File: src/rtl/instr_fetch_if.sv
// Instruction-memory request/acknowledge bus between instr_fetch (master) and memory (slave).
interface instr_fetch_if;
    localparam int unsigned AW = 32;
    localparam int unsigned DW = 32;

    logic          req;
    logic [AW-1:0] addr;
    logic          ack;
    logic [DW-1:0] rdata;

    modport master (output req, output addr, input ack, input rdata);
    modport slave  (input req, input addr, output ack, output rdata);
endinterface

File: src/rtl/instr_fetch.sv
// Instruction fetch unit: IDLE/REQ/HOLD fetch FSM with JR > jump > branch > sequential next-PC.
// Define IFETCH_PERF_CNT_EN to enable the completed-fetch counter on instr_count.
module instr_fetch #(
    parameter logic [31:0] RESET_PC = 32'h0040_0000
) (
    input  logic          clk,
    input  logic          reset,
    instr_fetch_if.master imem,
    output logic [31:0]   instr,
    output logic          instr_valid,
    output logic [31:0]   pc,
    output logic [31:0]   pc_plus4,
    input  logic          stall,
    input  logic          dobranch,
    input  logic          dojump,
    input  logic [31:0]   jr_target,
    output logic [31:0]   instr_count
);
    localparam int unsigned XLEN = 32;
    localparam logic [XLEN-1:0] RESET_PC_ALIGNED = {RESET_PC[31:2], 2'b00};

    typedef enum logic [1:0] {IDLE, REQ, HOLD} state_t;

    state_t          state;
    logic            is_jr;
    logic [XLEN-1:0] br_offset;
    logic [XLEN-1:0] next_pc;
    logic            unused_jr_low;

    assign imem.addr     = pc;
    assign is_jr         = (instr[31:26] == 6'b000000) && (instr[5:0] == 6'b001000);
    assign br_offset     = XLEN'({{14{instr[15]}}, instr[15:0], 2'b00});
    // jr_target is word-aligned by truncation, so its low bits never matter
    assign unused_jr_low = ^jr_target[1:0];

    // Redirect priority: JR, then absolute jump, then taken branch, else fall through
    always_comb begin
        next_pc = pc_plus4;
        if (is_jr) begin
            next_pc = {jr_target[31:2], 2'b00};
        end else if (dojump) begin
            next_pc = {pc_plus4[31:28], instr[25:0], 2'b00};
        end else if (dobranch) begin
            next_pc = pc_plus4 + br_offset;
        end
    end

    always_ff @(posedge clk or posedge reset) begin
        if (reset) begin
            state       <= IDLE;
            pc          <= RESET_PC_ALIGNED;
            pc_plus4    <= RESET_PC_ALIGNED + 32'd4;
            instr       <= '0;
            instr_valid <= 1'b0;
            imem.req    <= 1'b0;
        end else begin
            case (state)
                IDLE: begin
                    state    <= REQ;
                    imem.req <= 1'b1;
                end
                REQ: begin
                    if (imem.ack) begin
                        instr       <= imem.rdata;
                        state       <= HOLD;
                        imem.req    <= 1'b0;
                        instr_valid <= 1'b1;
                    end
                end
                HOLD: begin
                    if (!stall) begin
                        pc          <= next_pc;
                        pc_plus4    <= next_pc + 32'd4;
                        state       <= REQ;
                        imem.req    <= 1'b1;
                        instr_valid <= 1'b0;
                    end
                end
                default: begin
                    state       <= IDLE;
                    imem.req    <= 1'b0;
                    instr_valid <= 1'b0;
                end
            endcase
        end
    end

`ifdef IFETCH_PERF_CNT_EN
    // Counts every accepted instruction word, wrapping at 2^32
    always_ff @(posedge clk or posedge reset) begin
        if (reset) begin
            instr_count <= '0;
        end else if (state == REQ && imem.ack) begin
            instr_count <= instr_count + 32'd1;
        end
    end
`else
    assign instr_count = '0;
`endif

endmodule

File: src/flat_wrapper.sv
// flat-port wrapper written by rule: the top's interface ports become plain ports
module instr_fetch_flat 
#(
    parameter logic [31:0] RESET_PC = 32'h0040_0000
)
  (clk, reset, instr, instr_valid, pc, pc_plus4, stall, dobranch, dojump, jr_target, instr_count, imem_req, imem_addr, imem_ack, imem_rdata);
  instr_fetch_if imem_i ();
  input  logic clk;
  input  logic reset;
  output logic [31:0] instr;
  output logic instr_valid;
  output logic [31:0] pc;
  output logic [31:0] pc_plus4;
  input  logic stall;
  input  logic dobranch;
  input  logic dojump;
  input  logic [31:0] jr_target;
  output logic [31:0] instr_count;
  output wire logic [$bits(imem_i.req)-1:0] imem_req;
  output wire logic [$bits(imem_i.addr)-1:0] imem_addr;
  input wire logic [$bits(imem_i.ack)-1:0] imem_ack;
  input wire logic [$bits(imem_i.rdata)-1:0] imem_rdata;
  assign imem_req = imem_i.req;
  assign imem_addr = imem_i.addr;
  assign imem_i.ack = imem_ack;
  assign imem_i.rdata = imem_rdata;
  instr_fetch #(.RESET_PC(RESET_PC)) u_core (.clk(clk), .reset(reset), .imem(imem_i), .instr(instr), .instr_valid(instr_valid), .pc(pc), .pc_plus4(pc_plus4), .stall(stall), .dobranch(dobranch), .dojump(dojump), .jr_target(jr_target), .instr_count(instr_count));
endmodule
File: config.mk
export PLATFORM = sky130hd
export DESIGN_NAME = instr_fetch_flat
export DESIGN_NICKNAME = d
export VERILOG_FILES = /design/src/rtl/instr_fetch_if.sv /design/src/rtl/instr_fetch.sv /design/src/flat_wrapper.sv
export SDC_FILE = /design/constraint.sdc
export NUM_CORES = 1
export LEC_CHECK = 0
export ABC_AREA = 1
export BUFFER_PORTS_ARGS = -buffer_cell sky130_fd_sc_hd__buf_2
export CORE_ASPECT_RATIO = 0.75
export CORE_MARGIN = 2
export CORE_UTILIZATION = 59
export CTS_BUF_LIST = sky130_fd_sc_hd__clkbuf_4
export CTS_CLUSTER_SIZE = 12
export DETAILED_ROUTE_END_ITERATION = 12
export GPL_TIMING_DRIVEN = 0
export PLACE_DENSITY = 0.95
export SETUP_SLACK_MARGIN = 0.3
export SLEW_MARGIN = 10
export SYNTH_ARGS = -nofsm -noshare
export SYNTH_HDL_FRONTEND = slang
export SYNTH_SLANG_ARGS = --single-unit
export TNS_END_PERCENT = 20
File: constraint.sdc
create_clock -name clk -period 8.62 [get_ports clk]
set_input_delay 0.862 -clock clk [delete_from_list [all_inputs] [get_ports clk]]
set_output_delay 0.862 -clock clk [all_outputs]
set_load 0.02 [all_outputs]
# Word level (Yosys, flattened, before mapping)
# Index checks and enable logic that the tools add are counted.
# totals
reg_bits	100
in_bits	70
out_inout_bits	162
elab_cells	34
# classes
add_sub_neg	2
eq_ne	5
muxes	12
n_bitwise	2
n_reduce_logical	7
# op_table
cell	n
2-to-1 mux 32 bit	3
adder 32 x 3 -> 32 bit, second input constant	1
adder 32 bit	1
equality test 6 x 4 -> 1 bit, second input constant	1
logical NOT 6 bit	1
one-hot mux 1 bit (3 select lines)	2
one-hot mux 2 bit (3 select lines)	1
AND reduction 2 bit	3
2-to-1 mux 1 bit	4
2-to-1 mux 2 bit	2
inequality test 2 bit, second input constant	2
AND reduction 3 bit	1
equality test 2 x 1 -> 1 bit, second input constant	1
equality test 2 bit, second input constant	1
logical NOT 2 bit	1
inverter 1 bit	2
logical AND 1 bit	1

# Depth between registers and ports, before layout
# Gate-level depths: netlist of run 1.
# logic_depth
ltp_word	5
depth_mapped	24
mapped_depth_nobuf	24

# Worst setup path after synthesis of run 1
# OpenSTA, ideal clock, no wires.
# synth_path
path_type	reg2reg
from	reg u_core.pc_plus4[2]
to	reg u_core.pc_plus4[26]
setup_ns	0.117
arrival_time_ns	2.846
t_required_ns	8.503
slack_ns	5.656
path_stages_with_launch	19
path_buffers	0
period_less_slack_ns	2.964
path_cell_list	dfstp_2 > ha_1 > inv_1 > fa_1 > nand2_1 > o21ai_0 > o21ai_0 > nand2_1 > nand2_1 > ha_1 > nand3_1 > a21oi_2 > nand2_2 > nor3_4 > nand3_1 > nor2_2 > nand3_1 > nand3_1 > nand2_1
# synth_via
elab_chain_len	5
# synth_lines
element	line_no	source
start: declaration	instr_fetch.sv:12	output logic [31:0] pc_plus4,
start signal: assignment	instr_fetch.sv:52	pc_plus4 <= RESET_PC_ALIGNED + 32'd4;
start signal: assignment	instr_fetch.sv:73	pc_plus4 <= next_pc + 32'd4;
adder 32 bit	instr_fetch.sv:44	next_pc = pc_plus4 + br_offset;
2-to-1 mux 32 bit	instr_fetch.sv:43	end else if (dobranch) begin
2-to-1 mux 32 bit	instr_fetch.sv:41	end else if (dojump) begin
2-to-1 mux 32 bit	instr_fetch.sv:39	if (is_jr) begin
named net u_core.next_pc[3]	instr_fetch.sv:27	logic [XLEN-1:0] next_pc;
adder 32 x 3 -> 32 bit	instr_fetch.sv:73	
# The timed path passes the listed nets, and every way through them passes these cells.
# A chain may end at the register's enable or synchronous reset.

# Worst setup path in the final report of run 1
# Same ends and word-level chain as after synthesis.

==> flow_metrics.env, run 1 <==
export IMPL_status="complete, but fails checks"
export IMPL_violations="design-rule violations"
export IMPL_synthCells=1300
export IMPL_synth_compound_area_share_pct=9.34
export IMPL_grt_usage_pct=37.0
export IMPL_synth_fa_ha_area_share_pct=4.83
export IMPL_leakagePower_nw=5.61
export IMPL_drt_total_wl_um=27600
export IMPL_pin_count=232
export IMPL_nets=1639
export IMPL_layout_cells_non_filler=1718
export IMPL_final_util_pct=70.7
export IMPL_grt_overflow_total=0
export IMPL_ys_types=43
export IMPL_cts_tree="done"
export IMPL_yosys_area_share_simple_pct=38.4
export IMPL_die_w_um=140
export IMPL_synth_top_area_share_pct=28.1
export IMPL_min_period_ns=3.78
export IMPL_rr_startpoint="u_core.pc_plus4[2]"
export IMPL_synth_top_cell_by_area="dfrtp_1"
export IMPL_vdd_drop_max_uv=237
export IMPL_hold_viol_final=0
export IMPL_routedWlPerCell_um=16.1
export IMPL_postCtsResizedCells=0
export IMPL_start_kind="register"
export IMPL_synthTopCellsByArea="dfrtp_1 (28%), nand2_1 (20%), inv_1 (7.6%)"
export IMPL_hold_ws_ns=0.349
export IMPL_relSlewSlack_pct=46.5
export IMPL_vias=9345
export IMPL_drive_above_1_share_pct=22.4
export IMPL_ys_seq_area_share_pct=29.1
export IMPL_root_buffer="clkbuf_4"
export IMPL_num_antenna_cells=0
export IMPL_place_inst=1702
export IMPL_synth_area_um2=8190
export IMPL_max_freq_mhz=264
export IMPL_synth_top_family_by_area="simple AND/OR/NAND/NOR gates"
export IMPL_timing_rr_end="u_core.pc_plus4[26]"
export IMPL_cts_clk_slew_worst_paths_ns=0.19
export IMPL_drtAntennaViolNets=0
export IMPL_gp_congestion=1.00
export IMPL_tightestPinTransition_ns=0.802
export IMPL_slew_viol_final=0
export IMPL_fin_area_um2=9660
export IMPL_regToRegSetupSlack_ns=4.84
export IMPL_fin_ws_ns=4.84
export IMPL_io_buffers=189
export IMPL_avgSynthCellArea_um2=6.30
export IMPL_synth_mux_area_share_pct=1.37
export IMPL_drc=3
export IMPL_finClkSkew_ns=0.0330
export IMPL_crit_fanout=5
export IMPL_numCtsBuffers=9
export IMPL_ys_warn_count=0
export IMPL_ys_ff_latch=95
export IMPL_grt_pass1_vias=8445
export IMPL_power_mw=4.15
export IMPL_dp_hpwl_um=22500
export IMPL_finalCritPeriodShare_pct=43.9
export IMPL_via_per_inst=5.44
export IMPL_pre_cts_ws_ns=5.01
export IMPL_htreeDepth=3
export IMPL_rsz0062_at_grt="no"
export IMPL_grt_antenna_before_repair=0
export IMPL_r2r_cells=18
export IMPL_placementRows=37
export IMPL_grt_pass1_wl_um=43000
export IMPL_end_kind="register"
export IMPL_finalSetupTns_ns=0
export IMPL_post_cts_buffers=0
export IMPL_maxCapViolations=0
export IMPL_cts_hold_buffers_added=0
export IMPL_first_pass_iters=10
export IMPL_die_y_um=106
export IMPL_setup_violations=0
export IMPL_clkSinkCount=95
export IMPL_post_synth_xor_area_fraction_pct=0.428
export IMPL_placed_area_um2=9530
export IMPL_core_area_um2=13700
export IMPL_worstSkewPairLatency_ns=0.48
export IMPL_drtIter0Drc=1029
export IMPL_clockBufferDepth=2
export IMPL_grt_max_degree=66
export IMPL_die_area_um2=14900
export IMPL_worstPathRequired_ns=9.00
export IMPL_cp_arrival_ns=4.16
export IMPL_critPathKind="register to register"
export IMPL_start_util_pct=60.0
export IMPL_power_density_nw_per_um2=430
export IMPL_area_growth_pct=17.9
export IMPL_min_path_type="input port to async pin"
worst max-delay path, stage by stage, from the launching register on:
cell and delay, ns:
dfstp_2 0.58, ha_1 0.27, inv_1 0.08, fa_1 0.42, nand2_1 0.08, o21ai_0 0.09, o21ai_0 0.40, nand2_1 0.10
nand2_1 0.12, ha_1 0.19, nand3_1 0.13, a21oi_2 0.26, nand2_2 0.15, nor3_4 0.21, nand3_1 0.17, nor2_2 0.16
nand3_1 0.08, nand3_1 0.14, nand2_1 0.06
kinds of logic (layout without fill, tap and decap cells):
family	count (synthesis)	after routing
AO/OA/AOI/OAI	140	140
multiplexers	10	10
buffers and inverters	282	488
adder cells (fa/ha/maj)	31	31
flip-flops	95	95
AND/OR/NAND/NOR	737	737
other	1	38
XOR/XNOR	4	4
how the worst max path moves through the flow:
stage,from,to,slack (ns),depth (start not counted)
2_1_floorplan,reset,u_core.imem.addr[10],5.29,1
3_3_place_gp,reset,u_core.pc_plus4[26],4.19,2
3_5_place_dp,u_core.pc_plus4[2],u_core.pc_plus4[26],5.01,18
4_1_cts,u_core.pc_plus4[2],u_core.pc_plus4[26],4.99,18
5_1_grt,u_core.pc_plus4[2],u_core.pc_plus4[26],4.62,18
6_report,u_core.pc_plus4[2],u_core.pc_plus4[26],4.84,18
synthesized netlist by cell type (all sizes together):
library cell	instances
nand2	458
inv	175
nor2	138
nand3	99
dfrtp	92
a21oi	89
buf	83
ha	30
o21ai	28
clkbuf	19
nand4	19
nor3	12
mux2	10
nand3b	10
o211ai	10
o21a	7
clkinv	5
dfstp	3
o31ai	2
xnor2	2
xor2	2
a21o	1
a221o	1
conb	1
fa	1
o21bai	1
o41ai	1
or2	1
sequential cells by signal (all words and copies together) (netlist names):
name / count
u_core.imem.addr: 30
u_core.instr: 32
u_core.pc_plus4: 30
u_core.state: 1
u_core.instr_valid: 1
u_core.imem.req: 1
power breakdown:
part	internal [mW]	leakage [nW]	total, mW	switching, mW
logic	0.996	4.41	2.98	1.99
registers	0.659	1.13	0.925	0.266
clock network	0.0662	0.0735	0.246	0.180
total	1.72	5.61	4.15	2.43
layer usage:
metal | track usage, % | vias up | routed length, um
li1 | - | 4469 | -
met1 | 52.7 | 4193 | 11500
met2 | 56.6 | 587 | 11700
met3 | 7.93 | 96 | 3370
met4 | 11.8 | 0 | 1040
met5 | 0 | - | 0
area by class of cell:
| class | count | area (um2) |
|---|---|---|
| multi-input cells | 960 | 4590 |
| fillers | 1174 | 4000 |
| flip-flops and latches | 95 | 2380 |
| repair buffers | 190 | 973 |
| plain buffers | 102 | 682 |
| inverters | 180 | 678 |
| well taps | 175 | 219 |
| clock buffers | 9 | 67.6 |
| clock inverters | 7 | 63.8 |
cells in the final DEF (no fill, tap or decap), types with 10 or more instances in the layout:
| cell | instances |
|---|---|
| conb_1 | 38 |
| nand3_1 | 97 |
| a21oi_1 | 88 |
| o21ai_0 | 26 |
| ha_1 | 30 |
| buf_4 | 71 |
| inv_1 | 165 |
| dfrtp_1 | 92 |
| mux2_2 | 10 |
| o211ai_1 | 10 |
| nor2_1 | 129 |
| buf_2 | 197 |
| nand2_1 | 442 |
| nand2_2 | 15 |
| clkbuf_1 | 19 |
| nand4_1 | 18 |
Power figures use the tool's default switching activity.
==> run 2, diff against run 1 <==
--- a/config.mk
+++ b/config.mk
@@ -9,12 +9,12 @@
 export BUFFER_PORTS_ARGS = -buffer_cell sky130_fd_sc_hd__buf_2
 export CORE_ASPECT_RATIO = 0.75
 export CORE_MARGIN = 2
-export CORE_UTILIZATION = 59
+export CORE_UTILIZATION = 50
 export CTS_BUF_LIST = sky130_fd_sc_hd__clkbuf_4
 export CTS_CLUSTER_SIZE = 12
 export DETAILED_ROUTE_END_ITERATION = 12
 export GPL_TIMING_DRIVEN = 0
-export PLACE_DENSITY = 0.95
+export PLACE_DENSITY = 0.89
 export SETUP_SLACK_MARGIN = 0.3
 export SLEW_MARGIN = 10
 export SYNTH_ARGS = -nofsm -noshare
==> constraint.sdc (replaced) <==
create_clock -name clk -period 3.1 [get_ports clk]
set_input_delay 0.31 -clock clk [delete_from_list [all_inputs] [get_ports clk]]
set_output_delay 0.31 -clock clk [all_outputs]
set_load 0.02 [all_outputs]
==> flow_metrics.env, run 2 (same netlist as run 1, synthesis figures left out) <==
export IMPL_numCtsBuffers=9
export IMPL_root_buffer="clkbuf_4"
export IMPL_first_pass_iters=6
export IMPL_tightestPinTransition_ns=0.818
export IMPL_clockBufferDepth=2
export IMPL_io_buffers=189
export IMPL_clkSinkCount=95
export IMPL_nets=1678
export IMPL_die_w_um=152
export IMPL_core_area_um2=16000
export IMPL_routedWlPerCell_um=16.8
export IMPL_place_inst=1737
export IMPL_max_freq_mhz=325
export IMPL_grt_pass1_vias=8503
export IMPL_hold_ws_ns=0.0161
export IMPL_end_kind="register"
export IMPL_vdd_drop_max_uv=614
export IMPL_maxCapViolations=0
export IMPL_dp_hpwl_um=22900
export IMPL_finalCritPeriodShare_pct=99.4
export IMPL_grt_pass1_wl_um=44300
export IMPL_critPathKind="register to register"
export IMPL_grt_max_degree=53
export IMPL_crit_fanout=5
export IMPL_drtIter0Drc=1366
export IMPL_pin_count=232
export IMPL_drt_total_wl_um=30000
export IMPL_largest_reg_flops=32
export IMPL_drc=0
export IMPL_mostFrequentLayoutCell="nand2_1"
export IMPL_min_period_ns=3.08
export IMPL_placementRows=40
export IMPL_drtAntennaViolNets=0
export IMPL_die_y_um=115
export IMPL_grt_usage_pct=32.3
export IMPL_rsz0062_at_grt="yes"
export IMPL_regMostFlops="u_core.instr"
export IMPL_via_per_inst=5.38
export IMPL_start_kind="register"
export IMPL_setup_violations=0
export IMPL_hold_viol_final=0
export IMPL_slew_viol_final=0
export IMPL_cts_tree="done"
export IMPL_power_mw=13.1
export IMPL_gp_congestion=0.985
export IMPL_layout_common_cells="nand2_1 (397), buf_2 (197), inv_1 (159)"
export IMPL_worstPathRequired_ns=3.54
export IMPL_start_util_pct=51.2
export IMPL_htreeDepth=3
export IMPL_num_antenna_cells=0
export IMPL_power_density_nw_per_um2=1220
export IMPL_leakagePower_nw=5.86
export IMPL_min_path_type="input port to register"
export IMPL_drive_above_1_share_pct=33.1
export IMPL_die_area_um2=17400
export IMPL_status="completed"
export IMPL_cts_clk_slew_worst_paths_ns=0.17
export IMPL_finClkSkew_ns=0.0247
export IMPL_cp_arrival_ns=3.52
export IMPL_vias=9648
export IMPL_regToRegSetupSlack_ns=0.02
export IMPL_area_growth_pct=30.4
export IMPL_layout_cells_non_filler=1792
export IMPL_worstSkewPairLatency_ns=0.51
export IMPL_relSlewSlack_pct=45.5
export IMPL_grt_overflow_total=0
export IMPL_grt_antenna_before_repair=0
## run 2: changes by cell type in the layout (fill, tap and decap cells not counted), sizes merged
cell and delta:
inv -1, buf +38, dlygate4sd3 +1, bufinv +1
## run 2: power breakdown
group	switching (mW)	internal [mW]	total, mW
clock network	0.467	0.248	0.714
logic	6.24	3.50	9.74
registers	0.786	1.84	2.63
## run 2: through the flow
step	instance area, um2	TNS, ns	setup slack, ns	util [%]
2_1_floorplan	8370	0	0.176	-
3_3_place_gp	9570	-76.27	-0.826	59.8
3_5_place_dp	9600	-1.44	-0.245	60.0
4_1_cts	10000	0	0.0763	62.7
5_1_grt	10700	-0.453	-0.114	66.7
6_report	10700	0	0.0198	66.7
## run 2: final timing paths
kind / to / cells past startpoint / from
worst max-delay path: u_core.pc_plus4[24] / 19 / u_core.pc_plus4[2]
max in group asynchronous: u_core.instr[15] / 4 / reset
min in group asynchronous: u_core.instr[29] / 3 / reset
worst max register to register: u_core.pc_plus4[24] / 19 / u_core.pc_plus4[2]
worst min register to register: u_core.imem.addr[22] / 2 / u_core.imem.addr[22]
worst min-delay path: u_core.instr[9] / 2 / imem_rdata[9]
## run 2: what timing repair did
item	in CTS	in global routing
pin swaps	20	36
hold buffers	1	0
endpoints found under the hold margin	41	0
resized for setup	32	137
buffers inserted	20	18
setup endpoints to repair	24	29
## run 2: routing by layer
layer,wire length [um],track usage (%),vias to the layer above
met1,12400,45.1,4455
met2,13200,50.6,565
met5,0,0,-
met4,1060,11.5,0
met3,3320,6.26,87
li1,-,-,4541
## run 2: critical path, cell delays in order (launching register included)
cell	delay, ns
dfstp_2	0.59
ha_4	0.16
inv_2	0.04
fa_2	0.40
nand2_1	0.07
o21ai_1	0.07
o21ai_2	0.20
nand2_1	0.10
nand2_2	0.11
ha_4	0.15
nand3_4	0.07
a21oi_4	0.19
nand2_4	0.09
nor3_4	0.20
nand2_2	0.11
nor2_4	0.16
nand2_1	0.09
nand2_1	0.08
nand3_2	0.07
nand2_1	0.08
## run 2: area by class of cell
| cell class | count | area (um2) |
|---|---|---|
| buffer | 102 | 682 |
| inverter | 180 | 678 |
| clock buffer | 9 | 67.6 |
| multi-input combinational | 960 | 5260 |
| clock inverter | 7 | 70.1 |
| sequential | 95 | 2390 |
| tap | 210 | 263 |
| timing repair buffer | 229 | 1280 |
| fill | 1376 | 5330 |
